`config.mk`:
```
export PLATFORM = sky130hd
export DESIGN_NAME = move_scheduler
export DESIGN_NICKNAME = d
export VERILOG_FILES = /design/src/rtl/move_pkg.sv /design/src/rtl/move_src_capture.sv /design/src/rtl/move_scheduler.sv
export SDC_FILE = /design/constraint.sdc
export NUM_CORES = 1
export LEC_CHECK = 0
export CORE_UTILIZATION = 53
export CTS_CLUSTER_DIAMETER = 60
export DETAILED_ROUTE_END_ITERATION = 8
export GPL_ROUTABILITY_DRIVEN = 1
export PLACE_DENSITY = 0.78
export SLEW_MARGIN = 20
export SYNTH_ARGS = -nofsm -noshare
export SYNTH_HDL_FRONTEND = slang
export SYNTH_SLANG_ARGS = --single-unit
```
`constraint.sdc`:
```
create_clock -name clk -period 1.7 [get_ports clk]
set_input_delay 0.255 -clock clk [delete_from_list [all_inputs] [get_ports clk]]
set_output_delay 0.255 -clock clk [all_outputs]
set_load 0.01 [all_outputs]
```
`src/rtl/move_pkg.sv`:
```
// rtl/move_pkg.sv - shared encodings for the move scheduler
package move_pkg;

  localparam logic [1:0] DIR_UP    = 2'd0;
  localparam logic [1:0] DIR_DOWN  = 2'd1;
  localparam logic [1:0] DIR_LEFT  = 2'd2;
  localparam logic [1:0] DIR_RIGHT = 2'd3;

  typedef enum logic [1:0] {
    S_IDLE       = 2'd0,
    S_ISSUE      = 2'd1,
    S_WAIT_DONE  = 2'd2,
    S_WAIT_FRAME = 2'd3
  } state_e;

  // Lowest set bit wins: up > down > left > right.
  function automatic logic [1:0] edge_to_dir(input logic [3:0] ev);
    if (ev[0])      return DIR_UP;
    else if (ev[1]) return DIR_DOWN;
    else if (ev[2]) return DIR_LEFT;
    else            return DIR_RIGHT;
  endfunction

endpackage

```
`src/rtl/move_src_capture.sv`:
```
// rtl/move_src_capture.sv - human source edge detect, lock gating and pending slot
module move_src_capture
  import move_pkg::*;
(
  input  logic       clk,
  input  logic       rst_n,
  input  logic [3:0] lvl_i,
  input  logic       lock_i,
  input  logic       clear_i,
  output logic       slot_valid_o,
  output logic [1:0] slot_dir_o,
  output logic       press_locked_o
);

  logic [3:0] prev_q;
  logic       lock_q;
  logic       valid_q;
  logic [1:0] dir_q;
  logic [3:0] edges;
  logic       lock_rise;

  assign edges          = lvl_i & ~prev_q;
  assign lock_rise      = lock_i & ~lock_q;
  assign press_locked_o = (|edges) & lock_i;
  assign slot_valid_o   = valid_q;
  assign slot_dir_o     = dir_q;

  // prev resets high so a level held through reset is not seen as a press.
  always_ff @(posedge clk) begin
    if (!rst_n) begin
      prev_q  <= 4'b1111;
      lock_q  <= 1'b0;
      valid_q <= 1'b0;
      dir_q   <= DIR_UP;
    end else begin
      prev_q <= lvl_i;
      lock_q <= lock_i;
      if ((|edges) && !lock_i) begin
        valid_q <= 1'b1;
        dir_q   <= edge_to_dir(edges);
      end else if (lock_rise || clear_i) begin
        valid_q <= 1'b0;
      end
    end
  end

endmodule

```
`src/rtl/move_scheduler.sv`:
```
// rtl/move_scheduler.sv - arbitrates dbg/btn/pad moves and paces them into the game core
module move_scheduler
  import move_pkg::*;
#(
  parameter int TIMEOUT_CYCLES = 1023,
  parameter int FRAME_GAP      = 1
) (
  input  logic       clk,
  input  logic       rst_n,
  input  logic [3:0] btn_lvl,
  input  logic [3:0] pad_lvl,
  input  logic [3:0] dbg_pulse,
  input  logic       lock,
  input  logic       frame_tick,
  output logic       move_valid,
  output logic [1:0] move_dir,
  output logic       move_dbg,
  input  logic       move_ready,
  input  logic       move_done,
  output logic       start_pulse,
  output logic       busy,
  output logic       timeout_err
);

  localparam int TW = (TIMEOUT_CYCLES > 1) ? $clog2(TIMEOUT_CYCLES + 1) : 1;
  localparam int FW = (FRAME_GAP > 1) ? $clog2(FRAME_GAP + 1) : 1;
  localparam logic [TW-1:0] TO_LAST = TW'(TIMEOUT_CYCLES - 1);
  localparam logic [FW-1:0] FR_LAST = FW'(FRAME_GAP - 1);

  state_e        state_q;
  logic          move_valid_q, move_dbg_q, start_pulse_q, timeout_err_q;
  logic [1:0]    move_dir_q;
  logic [TW-1:0] to_cnt_q;
  logic [FW-1:0] fr_cnt_q;
  logic          dbg_valid_q;
  logic [1:0]    dbg_dir_q;

  logic       btn_v, pad_v, btn_sp, pad_sp;
  logic [1:0] btn_d, pad_d;
  logic       idle, clr_dbg, clr_btn, clr_pad;

  // Fixed priority dbg > btn > pad; the winner's slot clears as ISSUE is entered.
  assign idle    = (state_q == S_IDLE);
  assign clr_dbg = idle & dbg_valid_q;
  assign clr_btn = idle & ~dbg_valid_q & btn_v;
  assign clr_pad = idle & ~dbg_valid_q & ~btn_v & pad_v;

  move_src_capture u_btn (
    .clk(clk), .rst_n(rst_n), .lvl_i(btn_lvl), .lock_i(lock), .clear_i(clr_btn),
    .slot_valid_o(btn_v), .slot_dir_o(btn_d), .press_locked_o(btn_sp)
  );

  move_src_capture u_pad (
    .clk(clk), .rst_n(rst_n), .lvl_i(pad_lvl), .lock_i(lock), .clear_i(clr_pad),
    .slot_valid_o(pad_v), .slot_dir_o(pad_d), .press_locked_o(pad_sp)
  );

  always_ff @(posedge clk) begin
    if (!rst_n) begin
      state_q       <= S_IDLE;
      move_valid_q  <= 1'b0;
      move_dir_q    <= DIR_UP;
      move_dbg_q    <= 1'b0;
      start_pulse_q <= 1'b0;
      timeout_err_q <= 1'b0;
      to_cnt_q      <= '0;
      fr_cnt_q      <= '0;
      dbg_valid_q   <= 1'b0;
      dbg_dir_q     <= DIR_UP;
    end else begin
      start_pulse_q <= btn_sp | pad_sp;
      timeout_err_q <= 1'b0;
      if (|dbg_pulse) begin
        dbg_valid_q <= 1'b1;
        dbg_dir_q   <= edge_to_dir(dbg_pulse);
      end else if (clr_dbg) begin
        dbg_valid_q <= 1'b0;
      end
      case (state_q)
        S_IDLE: begin
          if (dbg_valid_q || btn_v || pad_v) begin
            move_valid_q <= 1'b1;
            move_dbg_q   <= dbg_valid_q;
            move_dir_q   <= dbg_valid_q ? dbg_dir_q : (btn_v ? btn_d : pad_d);
            state_q      <= S_ISSUE;
          end
        end
        S_ISSUE: begin
          if (move_ready) begin
            move_valid_q <= 1'b0;
            to_cnt_q     <= '0;
            state_q      <= S_WAIT_DONE;
          end
        end
        S_WAIT_DONE: begin
          if (move_done) begin
            fr_cnt_q <= '0;
            state_q  <= (FRAME_GAP == 0) ? S_IDLE : S_WAIT_FRAME;
          end else if (to_cnt_q == TO_LAST) begin
            timeout_err_q <= 1'b1;
            state_q       <= S_IDLE;
          end else begin
            to_cnt_q <= to_cnt_q + 1'b1;
          end
        end
        S_WAIT_FRAME: begin
          if (frame_tick) begin
            if (fr_cnt_q == FR_LAST) state_q  <= S_IDLE;
            else                     fr_cnt_q <= fr_cnt_q + 1'b1;
          end
        end
        default: state_q <= S_IDLE;
      endcase
    end
  end

  assign move_valid  = move_valid_q;
  assign move_dir    = move_dir_q;
  assign move_dbg    = move_dbg_q;
  assign start_pulse = start_pulse_q;
  assign timeout_err = timeout_err_q;
  assign busy        = (state_q != S_IDLE);

endmodule

```
# == Word level (Yosys, flattened, before mapping) ==
# Cells that the tools add are included.
# op_classes
n_eq_ne,12
reduce_logical,24
addsub,2
n_bitwise,18
n_mux,36
# op_table
operator,n
two-way mux 10 bit,3
two-way mux 2 bit,14
case mux 10 bit (2 select lines),1
two-way mux 1 bit,15
nonzero test 2 bit,7
!= test 2 bit (second input constant),6
OR reduction 4 bit,3
adder 10 x 1 -> 10 bit (second input constant),1
equality test 10 bit (second input constant),1
AND 1 bit,8
AND 4 bit,2
inverter 4 bit,2
case mux 2 bit (4 select lines),1
AND reduction 3 bit,2
inverter 1 bit,5
AND reduction 5 bit,1
equality test 2 bit (second input constant),2
logical OR 1 bit,4
case mux 1 bit (2 select lines),2
AND reduction 4 bit,1
!= test 3 bit (second input constant),1
OR reduction 3 bit,1
equality test 2 x 1 -> 1 bit (second input constant),1
logical AND 1 bit,2
other kinds (6),6
# totals
inputBits,18
register_bits,37
output_inout_bits,7

# == Logic depth before layout (Yosys ltp) ==
# depth
depth_word,7
depth_mapped,6
mapped_depth_nobuf,6

# == Hierarchy ==
# Synthesis repeated with hierarchy kept, for this count alone.
# hier_totals
cells_unflattened,190
hier_area_um2,1751.7
# by_module_without_submodules
module,n_inst,cells_each,area_each_um2
move_scheduler,1,130,1118.6
move_src_capture,2,30,316.6

# == Worst setup path after synthesis ==
# No wires, ideal clock.
# synth_timing
path_type,register -> register
startpoint,reg to_cnt_q[0]
endpoint,reg to_cnt_q[7]
path_slack_ns,0.120
setup_time_ns,0.072
path_stages_with_launch,7
path_buffers,0
arrival_ns,1.508
path_cell_list,dfxtp_1 > inv_1 > ha_1 > nand3_1 > o21ai_2 > a2111oi_1 > mux2i_1
# synth_via
elab_chain_cells,4
# synth_lines
element,line_no,rtl
start: declaration,move_scheduler.sv:33,logic [TW-1:0] to_cnt_q;
start signal: assignment,move_scheduler.sv:103,to_cnt_q <= to_cnt_q + 1'b1;
adder 10 x 1 -> 10 bit,move_scheduler.sv:103,
two-way mux 10 bit,move_scheduler.sv:99,end else if (to_cnt_q == TO_LAST) begin
two-way mux 10 bit,move_scheduler.sv:96,if (move_done) begin
case mux 10 bit (2 select lines),move_scheduler.sv:79,case (state_q)
# Several ways; a longest one is shown, not always the timed one. The select of a mux whose other input is x is not followed.
# A chain may end at the register's enable or synchronous reset.

# == Worst setup path in the final report ==
# layout_timing
startpoint,reg to_cnt_q[5]
endpoint,reg to_cnt_q[8]
# The elaborated chain is that of the path after synthesis.

==> flow_metrics.tcl <==
set metrics [dict create \
    status "complete, no violations" \
    critical_path_arrival_ps 1880 \
    finalMaxSlewViolations 0 \
    cp_max_fo 5 \
    min_period_over_period_pct 95.5 \
    cts_hold_buf 0 \
    synth_edf_count 0 \
    pwr-share-seq_pct 51.8 \
    post_cts_buffers 0 \
    rows 19 \
    clock_skew_ps 9.60 \
    drt-pass1-iter-count 6 \
    finalNetCount 244 \
    finalSetupViolations 0 \
    synth_cell_types 44 \
    portBuffers 24 \
    hold_viol 0 \
    syn-instance-count 185 \
    placed_area_sq_um 2030 \
    syn_nets 205 \
    synth-seq-area-share_pct 43.3 \
    r2r.worst_path.cells 6 \
    worst_slew_pin_slew_ps 352 \
    syn_area_sq_um 1660 \
    final_layout_size_suffix_gt1_share_pct 16.4 \
    ioPinCount 25 \
    maxCapViolations 0 \
    synth_top_cell_area_share_pct 43.3 \
    grt-ovfl-total 0 \
    wire_per_inst_um 13.5 \
    cp_slowest_cell "dfxtp_1" \
    cts_max_level 2 \
    cts.path.max_buffers 2 \
    start_util_pct 58.3 \
    clock.fmax_ghz 0.616 \
    max_stage_delay_ps 400 \
    swShare_pct 24.6 \
    syn_to_final_growth_pct 28.6 \
    ys_ff_latch 36 \
    combPwrFrac_pct 15.0 \
    place_congestion 0.836 \
    antenna_found_initial 0 \
    internal_power_mw 1.34 \
    critPathMostFrequentCell "buf_4" \
    synth-main-ff-cell "dfxtp_1" \
    p_switching_mw 0.436 \
    grt_pass1_vias 1435 \
    finalWirelength_mm 3.46 \
    routed_via_density 5.63 \
    crit_path_start_kind "flop" \
    powerDensity_nw_per_um2 829 \
    worstHoldPathType "reg2reg" \
    root_buffer "clkbuf_4" \
    cts.sinks 36 \
    peakVddDrop_v 0.000712 \
    cts_tree "done" \
    path_cells "nand4_1, buf_4, o21ai_2, buf_4, a211oi_2, mux2i_1" \
    drt-initial-drc-count 45 \
    via_count 1442 \
    p_leak_nw 0.768 \
    yosysTopAreaCell "dfxtp_1" \
    avgSynthCellArea_sq_um 9.00 \
    async_flop_share_pct 0 \
    grt_usage_pct 22.7 \
    cts-resized-gates 5 \
    design_area_sq_um 2140 \
    die-area_sq_um 3370 \
    slew_headroom_pct 76.4 \
    clock_latency_ps 330 \
    period_needed_ps 1620 \
    cts_buffers 5 \
    antenna_left 0 \
    dpl.hpwl_mm 2.54 \
    fin_tns_setup_ps 0 \
    clk_pin_slew_ps 110 \
    fill_cells 228 \
    grt_max_degree 19 \
    p_clk_share_pct 33.3 \
    ys_warn_count 0 \
    diodes 0 \
    core-area_sq_um 2850 \
    synth_area_leaders "dfxtp_1 (43%), nand2b_1 (9.4%), mux2i_1 (5.4%)" \
    cp-end-kind "flop" \
    die_x_um 58.0 \
    holdPathStages 2 \
    cp.required_ps 1950 \
    drc 0 \
    die_h_um 58.0 \
    path_class "reg2reg" \
    grt_pass1_wl_mm 5.89 \
]
final timing paths:
kind                       startpoint             endpoint  slack, ps
setup / recovery          to_cnt_q[5]          to_cnt_q[8]         80
hold / removal    u_btn.slot_dir_o[0]  u_btn.slot_dir_o[0]        480
setup reg to reg          to_cnt_q[5]          to_cnt_q[8]         80
hold reg to reg   u_btn.slot_dir_o[0]  u_btn.slot_dir_o[0]        480
cells in the final DEF, fill, tap and decap left out, drive strengths merged, types with 4 or more instances in the layout:
master | netlist | final
nand4 | 4 | 4
nand3 | 5 | 5
inv | 6 | 6
nand2 | 16 | 16
nand2b | 25 | 25
mux2i | 9 | 9
clkdlybuf4s50 | 0 | 23
o21ai | 7 | 7
a21oi | 7 | 7
clkbuf | 5 | 6
buf | 2 | 15
a21boi | 7 | 7
nor2 | 11 | 11
nor2b | 4 | 4
dfxtp | 36 | 36
stage by stage:
| stage | worst slack (ps) | hold WS [ps] | instances | utilization (%) | power (mW) |
|---|---|---|---|---|---|
| 5_1_grt | -35.6 | 506 | 256 | 75.0 | 1.84 |
| 2_1_floorplan | 120 | 328 | 185 | - | 1.07 |
| 3_3_place_gp | -175 | 456 | 248 | 71.1 | 1.19 |
| 4_1_cts | 11.4 | 484 | 256 | 74.0 | 1.78 |
| 6_report | 76.5 | 481 | 256 | 75.0 | 1.78 |
| 3_5_place_dp | -212 | 466 | 248 | 71.1 | 1.20 |
logic make-up after synthesis:
group	count (synthesis)	share of synthesized area [%]
flip-flops	36	43.3
multiplexers	9	5.41
buffers and inverters	13	3.01
AND/OR/NAND/NOR	83	27.8
adder cells (fa/ha/maj)	2	1.50
AO/OA/AOI/OAI	41	18.4
XOR/XNOR	1	0.526
cell type report:
class	instances	area (sq um)	area share (%)
Multi-Input combinational cell	136	926	43.2
Inverter	6	22.5	1.05
Tap cell	31	38.8	1.81
Clock buffer	6	41.3	1.93
Timing Repair Buffer	39	352	16.4
Clock inverter	2	35.0	1.64
Sequential cell	36	726	33.9
cells in the mapped netlist, types with 2 or more instances:
cell / count
a2111oi_1: 2
nor3b_1: 2
nand3_1: 5
and2_1: 2
dfxtp_1: 36
nor3_1: 3
o21a_1: 3
nand3b_1: 2
clkbuf_1: 5
or3_1: 3
ha_1: 2
inv_1: 6
a21boi_0: 6
nor4_1: 2
a21oi_1: 7
nor2_1: 11
nor2b_1: 4
mux2i_1: 9
nand2_1: 16
o211ai_1: 2
nand2b_1: 25
o21ai_0: 6
nand4_1: 4
a211oi_1: 2
flip-flops by register name (all words and copies together), names as in the netlist, 2 cells and up:
name,flops
to_cnt_q,10
u_btn.prev_q,4
u_pad.prev_q,4
dbg_dir_q,2
move_dir,2
state_q,2
u_btn.slot_dir_o,2
u_pad.slot_dir_o,2
routing by layer:
metal / vias up / track usage (%) / share of wire, %
li1: 739 / - / -
met3: 5 / 5.58 / 4.4
met5: - / 0 / 0
met1: 663 / 27.7 / 46
met2: 35 / 38.8 / 48
met4: 0 / 8.16 / 1.1
power groups by stage:
stage	clock [mW]	sequential, mW	combinational [mW]
2_1_floorplan	0	0.923	0.152
4_1_cts	0.594	0.918	0.264
3_3_place_gp	0	0.934	0.256
5_1_grt	0.623	0.926	0.295
3_5_place_dp	0	0.935	0.265
6_report	0.590	0.919	0.266
critical path, delay by kind of cell (launching register included):
kind	cells	cell delay (ps)
AO/OA/AOI/OAI	2	340
flip-flops	1	400
multiplexers	1	180
AND/OR/NAND/NOR	1	220
buffers and inverters	2	400
Note: power is estimated with default switching activity, not from simulation.
